[config.mk]
export PLATFORM = sky130hd
export DESIGN_NAME = scoreboard_flat
export DESIGN_NICKNAME = d
export VERILOG_FILES = /design/src/rtl/scoreboard_if.sv /design/src/rtl/scoreboard.sv /design/src/flat_wrapper.sv
export SDC_FILE = /design/constraint.sdc
export NUM_CORES = 1
export LEC_CHECK = 0
export CORE_UTILIZATION = 50
export DETAILED_ROUTE_END_ITERATION = 8
export HOLD_SLACK_MARGIN = 0.15
export PLACE_DENSITY_LB_ADDON = 0.08
export RECOVER_POWER = 100
export SLEW_MARGIN = 40
export SYNTH_ARGS = -nofsm -noshare
export SYNTH_HDL_FRONTEND = slang
export SYNTH_SLANG_ARGS = --single-unit
[constraint.sdc]
create_clock -name clk -period 3.3 [get_ports clk]
set_input_delay 0.66 -clock clk [delete_from_list [all_inputs] [get_ports clk]]
set_output_delay 0.66 -clock clk [all_outputs]
set_load 0.02 [all_outputs]
[src/rtl/scoreboard_if.sv]
// ============================================================================
// Module  : scoreboard_if
// Purpose : Decode / unit-ready / writeback / issue signals of the scoreboard.
// Revision: 1.0  initial release
// ============================================================================
`default_nettype none

interface scoreboard_if #(
    parameter int REG_WIDTH = 5
);
    logic                      dec_valid;
    logic                      dec_ready;
    logic                      dec_dest;
    logic [REG_WIDTH-1:0]      dec_rd;
    logic [REG_WIDTH-1:0]      dec_rs1;
    logic [REG_WIDTH-1:0]      dec_rs2;
    logic                      dec_has_rd;
    logic                      dec_use_rs1;
    logic                      dec_use_rs2;
    logic                      alu_ready;
    logic                      ls_ready;
    logic                      sb_valid;
    logic                      sb_dest;
    logic [REG_WIDTH-1:0]      sb_rs1;
    logic [REG_WIDTH-1:0]      sb_rs2;
    logic                      wb_valid;
    logic [REG_WIDTH-1:0]      wb_rd;
    logic                      exe_valid;
    logic                      exe_dest;
    logic [REG_WIDTH-1:0]      exe_rd;
    logic [2**REG_WIDTH-1:0]   busy;

    // master = decode / units / register-file side, slave = scoreboard
    modport master (
        output dec_valid, dec_dest, dec_rd, dec_rs1, dec_rs2,
               dec_has_rd, dec_use_rs1, dec_use_rs2,
               alu_ready, ls_ready, wb_valid, wb_rd,
        input  dec_ready, sb_valid, sb_dest, sb_rs1, sb_rs2,
               exe_valid, exe_dest, exe_rd, busy
    );

    modport slave (
        input  dec_valid, dec_dest, dec_rd, dec_rs1, dec_rs2,
               dec_has_rd, dec_use_rs1, dec_use_rs2,
               alu_ready, ls_ready, wb_valid, wb_rd,
        output dec_ready, sb_valid, sb_dest, sb_rs1, sb_rs2,
               exe_valid, exe_dest, exe_rd, busy
    );
endinterface

`default_nettype wire

[src/rtl/scoreboard.sv]
// ============================================================================
// Module  : scoreboard
// Purpose : In-order single-issue scoreboard with one-entry buffer and
//           per-register busy bits for RAW/WAW hazard stalls.
// Revision: 1.0  initial release
// ============================================================================
`default_nettype none

module scoreboard #(
    parameter int REG_WIDTH = 5
) (
    input  wire logic    clk,
    input  wire logic    rst,
    scoreboard_if.slave  sb
);
    localparam int NUM_REGS = 2**REG_WIDTH;

    typedef enum logic [0:0] {
        ST_EMPTY = 1'b0,
        ST_HOLD  = 1'b1
    } state_t;

    state_t                 state_q, state_d;
    logic                   buf_dest_q, buf_dest_d;
    logic                   buf_has_rd_q, buf_has_rd_d;
    logic                   buf_use_rs1_q, buf_use_rs1_d;
    logic                   buf_use_rs2_q, buf_use_rs2_d;
    logic [REG_WIDTH-1:0]   buf_rd_q, buf_rd_d;
    logic [REG_WIDTH-1:0]   buf_rs1_q, buf_rs1_d;
    logic [REG_WIDTH-1:0]   buf_rs2_q, buf_rs2_d;
    logic [NUM_REGS-1:0]    busy_q, busy_d;
    logic                   exe_valid_q, exe_valid_d;
    logic                   exe_dest_q, exe_dest_d;
    logic [REG_WIDTH-1:0]   exe_rd_q, exe_rd_d;

    logic w_buf_valid;
    logic w_raw;
    logic w_waw;
    logic w_unit_ready;
    logic w_issue;
    logic w_accept;

    // busy[0] is never set, so x0 operands/destinations never stall
    always_comb begin
        w_buf_valid  = (state_q == ST_HOLD);
        w_raw        = (buf_use_rs1_q && busy_q[buf_rs1_q]) ||
                       (buf_use_rs2_q && busy_q[buf_rs2_q]);
        w_waw        = buf_has_rd_q && busy_q[buf_rd_q];
        w_unit_ready = buf_dest_q ? sb.ls_ready : sb.alu_ready;
        w_issue      = w_buf_valid && !w_raw && !w_waw && w_unit_ready;
        w_accept     = sb.dec_valid && (!w_buf_valid || w_issue);
    end

    always_comb begin
        state_d       = state_q;
        buf_dest_d    = buf_dest_q;
        buf_has_rd_d  = buf_has_rd_q;
        buf_use_rs1_d = buf_use_rs1_q;
        buf_use_rs2_d = buf_use_rs2_q;
        buf_rd_d      = buf_rd_q;
        buf_rs1_d     = buf_rs1_q;
        buf_rs2_d     = buf_rs2_q;

        case (state_q)
            ST_EMPTY: if (w_accept) state_d = ST_HOLD;
            ST_HOLD:  if (w_issue && !w_accept) state_d = ST_EMPTY;
            default:  state_d = ST_EMPTY;
        endcase

        if (w_accept) begin
            buf_dest_d    = sb.dec_dest;
            buf_has_rd_d  = sb.dec_has_rd;
            buf_use_rs1_d = sb.dec_use_rs1;
            buf_use_rs2_d = sb.dec_use_rs2;
            buf_rd_d      = sb.dec_rd;
            buf_rs1_d     = sb.dec_rs1;
            buf_rs2_d     = sb.dec_rs2;
        end
    end

    // writeback clear is applied first so a same-register issue set wins
    always_comb begin
        busy_d = busy_q;
        if (sb.wb_valid && (sb.wb_rd != '0)) begin
            busy_d[sb.wb_rd] = 1'b0;
        end
        if (w_issue && buf_has_rd_q && (buf_rd_q != '0)) begin
            busy_d[buf_rd_q] = 1'b1;
        end
    end

    always_comb begin
        exe_valid_d = w_issue;
        exe_dest_d  = w_buf_valid ? buf_dest_q : 1'b0;
        exe_rd_d    = (w_buf_valid && buf_has_rd_q) ? buf_rd_q : '0;
    end

    always_ff @(posedge clk) begin
        if (rst) begin
            state_q       <= ST_EMPTY;
            buf_dest_q    <= 1'b0;
            buf_has_rd_q  <= 1'b0;
            buf_use_rs1_q <= 1'b0;
            buf_use_rs2_q <= 1'b0;
            buf_rd_q      <= '0;
            buf_rs1_q     <= '0;
            buf_rs2_q     <= '0;
            busy_q        <= '0;
            exe_valid_q   <= 1'b0;
            exe_dest_q    <= 1'b0;
            exe_rd_q      <= '0;
        end else begin
            state_q       <= state_d;
            buf_dest_q    <= buf_dest_d;
            buf_has_rd_q  <= buf_has_rd_d;
            buf_use_rs1_q <= buf_use_rs1_d;
            buf_use_rs2_q <= buf_use_rs2_d;
            buf_rd_q      <= buf_rd_d;
            buf_rs1_q     <= buf_rs1_d;
            buf_rs2_q     <= buf_rs2_d;
            busy_q        <= busy_d;
            exe_valid_q   <= exe_valid_d;
            exe_dest_q    <= exe_dest_d;
            exe_rd_q      <= exe_rd_d;
        end
    end

    assign sb.dec_ready = !w_buf_valid || w_issue;
    assign sb.sb_valid  = w_issue;
    assign sb.sb_dest   = w_buf_valid ? buf_dest_q : 1'b0;
    assign sb.sb_rs1    = w_buf_valid ? buf_rs1_q : '0;
    assign sb.sb_rs2    = w_buf_valid ? buf_rs2_q : '0;
    assign sb.exe_valid = exe_valid_q;
    assign sb.exe_dest  = exe_dest_q;
    assign sb.exe_rd    = exe_rd_q;
    assign sb.busy      = busy_q;

endmodule

`default_nettype wire
[src/flat_wrapper.sv]
// flat-port wrapper written by rule: the top's interface ports become plain ports
module scoreboard_flat 
#(
    parameter int REG_WIDTH = 5
)
  (clk, rst, sb_dec_valid, sb_dec_dest, sb_dec_rd, sb_dec_rs1, sb_dec_rs2, sb_dec_has_rd, sb_dec_use_rs1, sb_dec_use_rs2, sb_alu_ready, sb_ls_ready, sb_wb_valid, sb_wb_rd, sb_dec_ready, sb_sb_valid, sb_sb_dest, sb_sb_rs1, sb_sb_rs2, sb_exe_valid, sb_exe_dest, sb_exe_rd, sb_busy);
  scoreboard_if #(.REG_WIDTH(REG_WIDTH)) sb_i ();
  input  wire logic clk;
  input  wire logic rst;
  input wire logic [$bits(sb_i.dec_valid)-1:0] sb_dec_valid;
  input wire logic [$bits(sb_i.dec_dest)-1:0] sb_dec_dest;
  input wire logic [$bits(sb_i.dec_rd)-1:0] sb_dec_rd;
  input wire logic [$bits(sb_i.dec_rs1)-1:0] sb_dec_rs1;
  input wire logic [$bits(sb_i.dec_rs2)-1:0] sb_dec_rs2;
  input wire logic [$bits(sb_i.dec_has_rd)-1:0] sb_dec_has_rd;
  input wire logic [$bits(sb_i.dec_use_rs1)-1:0] sb_dec_use_rs1;
  input wire logic [$bits(sb_i.dec_use_rs2)-1:0] sb_dec_use_rs2;
  input wire logic [$bits(sb_i.alu_ready)-1:0] sb_alu_ready;
  input wire logic [$bits(sb_i.ls_ready)-1:0] sb_ls_ready;
  input wire logic [$bits(sb_i.wb_valid)-1:0] sb_wb_valid;
  input wire logic [$bits(sb_i.wb_rd)-1:0] sb_wb_rd;
  output wire logic [$bits(sb_i.dec_ready)-1:0] sb_dec_ready;
  output wire logic [$bits(sb_i.sb_valid)-1:0] sb_sb_valid;
  output wire logic [$bits(sb_i.sb_dest)-1:0] sb_sb_dest;
  output wire logic [$bits(sb_i.sb_rs1)-1:0] sb_sb_rs1;
  output wire logic [$bits(sb_i.sb_rs2)-1:0] sb_sb_rs2;
  output wire logic [$bits(sb_i.exe_valid)-1:0] sb_exe_valid;
  output wire logic [$bits(sb_i.exe_dest)-1:0] sb_exe_dest;
  output wire logic [$bits(sb_i.exe_rd)-1:0] sb_exe_rd;
  output wire logic [$bits(sb_i.busy)-1:0] sb_busy;
  assign sb_i.dec_valid = sb_dec_valid;
  assign sb_i.dec_dest = sb_dec_dest;
  assign sb_i.dec_rd = sb_dec_rd;
  assign sb_i.dec_rs1 = sb_dec_rs1;
  assign sb_i.dec_rs2 = sb_dec_rs2;
  assign sb_i.dec_has_rd = sb_dec_has_rd;
  assign sb_i.dec_use_rs1 = sb_dec_use_rs1;
  assign sb_i.dec_use_rs2 = sb_dec_use_rs2;
  assign sb_i.alu_ready = sb_alu_ready;
  assign sb_i.ls_ready = sb_ls_ready;
  assign sb_i.wb_valid = sb_wb_valid;
  assign sb_i.wb_rd = sb_wb_rd;
  assign sb_dec_ready = sb_i.dec_ready;
  assign sb_sb_valid = sb_i.sb_valid;
  assign sb_sb_dest = sb_i.sb_dest;
  assign sb_sb_rs1 = sb_i.sb_rs1;
  assign sb_sb_rs2 = sb_i.sb_rs2;
  assign sb_exe_valid = sb_i.exe_valid;
  assign sb_exe_dest = sb_i.exe_dest;
  assign sb_exe_rd = sb_i.exe_rd;
  assign sb_busy = sb_i.busy;
  scoreboard #(.REG_WIDTH(REG_WIDTH)) u_core (.clk(clk), .rst(rst), .sb(sb_i));
endmodule
[Word level (Yosys, flattened, before mapping)]
Cells that the tools add are included.
Word-level totals
  bits in registers: 59
  input port bits: 30
  output and inout port bits: 52
  logic and storage cells: 65
Operators by class
  order comparisons: 6
  muxes and demuxes: 19
  bitwise logic cells: 5
  reductions and logical operators: 23
Operators with widths (number)
  $mux W32: 2
  $and A32 B32 Y32: 1
  $not A32 Y32: 1
  $or A32 B32 Y32: 1
  $lt A5 B6 Y1 const B: 4
  $bmux W1 S5: 3
  $logic_and A1 B1 Y1: 14
  $demux W1 S5: 2
  $ge A5 B1 Y1 const B: 2
  $mux W5: 2
  $reduce_bool A5 Y1: 2
  $mux W1: 9
  $logic_not A1 Y1: 4
  $logic_or A1 B1 Y1: 2
  $not A1 Y1: 2
  $pmux W1 S2: 1
  $reduce_or A2 Y1: 1

[Longest topological paths before layout]
  depth after elaboration: 14
  depth in mapped cells: 10
  depth with buffers taken out: 6

[Worst setup path before layout]
OpenSTA, ideal clock, no wires.
  path type: register -> output
  from: reg u_core.buf_rd_q[0]
  to: out sb_dec_ready
  data arrival time: 2.377 ns
  required time: 2.640 ns
  setup slack: 0.263 ns
  stages on the path, launching flop included: 7
  path buffers: 1
  cell sequence: dfxtp_1 buf_6 mux4_2 nand4b_1 o221a_1 a31oi_4 o41ai_1
On the way
  word-level cells in the longest chain between the ends: 7
RTL lines
  start: declaration: RTL line scoreboard.sv:28  | logic [REG_WIDTH-1:0] buf_rd_q, buf_rd_d;
  start signal: assignment: RTL line scoreboard.sv:118  | buf_rd_q <= buf_rd_d;
  $bmux W1 S5: RTL line scoreboard.sv:48  | w_waw = buf_has_rd_q && busy_q[buf_rd_q];
  $mux W1 (not written as such): RTL line scoreboard.sv:48
  $logic_and A1 B1 Y1: RTL line scoreboard.sv:48
  $logic_not A1 Y1: RTL line scoreboard.sv:50  | w_issue = w_buf_valid && !w_raw && !w_waw && w_unit_ready;
  $logic_and A1 B1 Y1 (2 in a row): RTL line scoreboard.sv:50
  $logic_or A1 B1 Y1: RTL line scoreboard.sv:128  | assign sb.dec_ready = !w_buf_valid || w_issue;
  end: declaration: RTL line flat_wrapper.sv:22  | output wire logic [$bits(sb_i.dec_ready)-1:0] sb_dec_ready;
No other way between the ends. The select of a mux whose other input is x is not followed.

[Worst setup path after layout]
  from: reg u_core.buf_rs1_q[1]
  to: out sb_dec_ready
On the way
  word-level cells in the longest chain between the ends: 9
RTL lines
  start: declaration: RTL line scoreboard.sv:29  | logic [REG_WIDTH-1:0] buf_rs1_q, buf_rs1_d;
  start signal: assignment: RTL line scoreboard.sv:119  | buf_rs1_q <= buf_rs1_d;
  $bmux W1 S5: RTL line scoreboard.sv:46  | w_raw = (buf_use_rs1_q && busy_q[buf_rs1_q]) ||
  $mux W1 (not written as such): RTL line scoreboard.sv:46
  $logic_and A1 B1 Y1: RTL line scoreboard.sv:46
  $logic_or A1 B1 Y1: RTL line scoreboard.sv:46
  $logic_not A1 Y1: RTL line scoreboard.sv:50
  $logic_and A1 B1 Y1 (3 in a row): RTL line scoreboard.sv:50
  $logic_or A1 B1 Y1: RTL line scoreboard.sv:128
No other way between the ends. The select of a mux whose other input is x is not followed.

==> flow_summary.toml <==
[worst_setup_path]
r2r_start = "u_core.buf_rs1_q[1]"
end_kind = "output port"
crit_type = "reg2out"
startpoint = "u_core.buf_rs1_q[1]"
start_kind = "flip-flop"
arrival_ns = 2.50
crit_path_max_fanout = 8
cp.required_ns = 2.64

[floorplan]
ios = 82
rows = 30
start_util_pct = 51.7
die_area_sq_um = 7330
fp.dieW_um = 85.6
die-height_um = 85.6
core_area_sq_um = 6760

[clock_tree]
cts_max_level = 3
hold_buffers = 0
insertion_delay_ns = 0.34
cts.sinks = 59
postCtsSetupBuffers = 0
cts_tree = "built"
cts-root-buf = "clkbuf_8"
numCtsBuffers = 9
clock_path_buffers = 2
clk_pin_slew_ns = 0.06

[cells_and_area]
nets = 485
layout_common_cells = "nand2_1 (62), dfxtp_1 (56), dlygate4sd3_1 (51)"
fin_cells = 540
multi_input_area_sq_um = 2120
fillCellCount = 569
layout_commonest_cell = "nand2_1"
seqCellArea_sq_um = 1180
drive_gt1_share_pct = 15.4
area_growth_pct = 33.8
fin_util_pct = 69.2
antenna_cells = 0

[drt]
drt_wl_total_um = 10400
viasPerCell = 6.24
postRouteAntennaNets = 0
wl_per_cell_um = 19.3
initialDrtViolationCount = 220
num_vias = 3368
dr.pass1.iters = 5
post-route-drc-count = 0

[hold_path]
hold_start = "u_core.buf_dest_q"
hold_path.class = "reg2reg"

[logic_synthesis]
ys_warn_count = 0
async_reset_ff_share_pct = 0
synth_nets = 399
yosysSeqAreaShare_pct = 33.8
synth-edff-count = 0
synth_top_area_share_pct = 33.8
yosys.area.top_type = "dfxtp_1"
synth_area_sq_um = 3500
synthTopCellsByArea = "dfxtp_1 (34%), mux2i_1 (12%), mux4_2 (10%)"
ys_ff_latch = 59
synth_cells = 369
avgSynthCellArea_sq_um = 9.47
synth_cell_type_count = 46
synth_flop_cell = "dfxtp_1"

[timing]
max_slew_margin_pct = 40.9
setup_viol = 0
final-hold-violation-count = 0
finalClockSkew_ns = 0.00863
tns_ns = 0
period_share_pct = 95.8
max_clock_freq_mhz = 316
period_minus_slack_ns = 3.16
final_max_slew_viol_count = 0
worst_slew_pin_slew_ns = 0.886
rsz0062_at_grt = "false"

[flow_run]
drv_cap = 0

[run_status]
run_status = "finished, final reports clean"

[power_and_ir_drop]
ir_worst_vdd_mv = 0.248
power_leakage_uw = 0.00181
powerDensity_nw_per_um2 = 404

[placement]
gp_congestion = 0.957
hpwl_um = 7710
dp.cells = 524
portBuffers = 81

[global_routing]
grt_first_pass_wirelength_um = 16700
overflow = 0
track_usage_pct = 30.0
antenna_found_initial = 0
grt_max_degree = 51
first_global_vias = 3236
-- flip-flops by register name, indices dropped and copies added (netlist names) --
signal,count
u_core.sb.exe_dest,1
u_core.buf_rs1_q,5
u_core.buf_rs2_q,5
u_core.buf_use_rs2_q,1
u_core.sb.busy,32
u_core.state_q,1
u_core.buf_rd_q,5
u_core.buf_has_rd_q,1
u_core.sb.exe_valid,1
u_core.buf_dest_q,1
u_core.buf_use_rs1_q,1
u_core.sb.exe_rd,5
-- area by class of cell --
cell class,instances,share of cell area (%)
clock buffers,11,3.02
inverters,4,0.321
repair buffers,104,21.8
flip-flops and latches,59,25.3
multi-input cells,277,45.2
well taps,80,2.14
clock inverters,5,2.14
-- cell families after synthesis --
group	synth area share, %
DFF	33.8
muxes	23.0
and+or+nand+nor	22.6
AOI/OAI and AO/OA	14.2
buffers and inverters	6.37
-- final timing paths --
path	end	slack, ns	cells past startpoint
max	sb_dec_ready	0.14	8
min	u_core.buf_dest_q	0.49	2
max reg2reg	u_core.buf_rd_q[0]	0.27	9
min reg2reg	u_core.buf_dest_q	0.49	2
-- per-stage QoR --
| step | setup WS, ns | hold WS, ns | total power (uW) | instance area, sq um |
|---|---|---|---|---|
| 2_1_floorplan | 0.263 | 0.444 | 978 | 3500 |
| 3_3_place_gp | 0.0213 | 0.474 | 1100 | 4430 |
| 3_5_place_dp | -0.0407 | 0.480 | 1100 | 4430 |
| 4_1_cts | 0.0121 | 0.489 | 1900 | 4690 |
| 5_1_grt | 0.00496 | 0.535 | 1960 | 4680 |
| 6_report | 0.137 | 0.486 | 1890 | 4680 |
-- where the power goes --
group | total [uW] | switching, uW | internal [uW]
Sequential | 774 | 37.9 | 736
Clock | 805 | 285 | 520
Combinational | 313 | 162 | 151
-- Yosys cell counts (4+ instances only) --
library cell  instances
nand2_1              62
dfxtp_1              59
mux2i_1              42
o31ai_1              31
nand3_1              24
and2_1               16
mux4_2               16
o211ai_1             16
clkbuf_1              9
nor2_1                8
buf_2                 7
nand3b_1              6
nor3_1                6
buf_6                 5
nand4_1               4
nor2b_1               4
nor3b_1               4
-- worst max-delay path: stages (launching register included) --
cell and delay, ns:
dfxtp_2 0.35, buf_12 0.13, mux4_2 0.49, mux2i_1 0.19, nand3b_1 0.14, and4_4 0.21, o41ai_2 0.33, buf_4 0.16
clkbuf_2 0.15
-- what timing repair did --
item / in CTS / in global routing
endpoints found under the setup margin: 2 / 2
pin swaps: 1 / 1
gates cloned: 0 / 0
resized for setup: 8 / 10
-- routing by layer --
metal | vias up | GRT usage, % | part of all wire, %
met5 | - | 0 | 0
met4 | 0 | 13.8 | 3.0
met3 | 29 | 6.93 | 8.4
met2 | 177 | 48.7 | 47
met1 | 1605 | 38.2 | 41
li1 | 1557 | - | -
(Power assumes the default switching activity.)
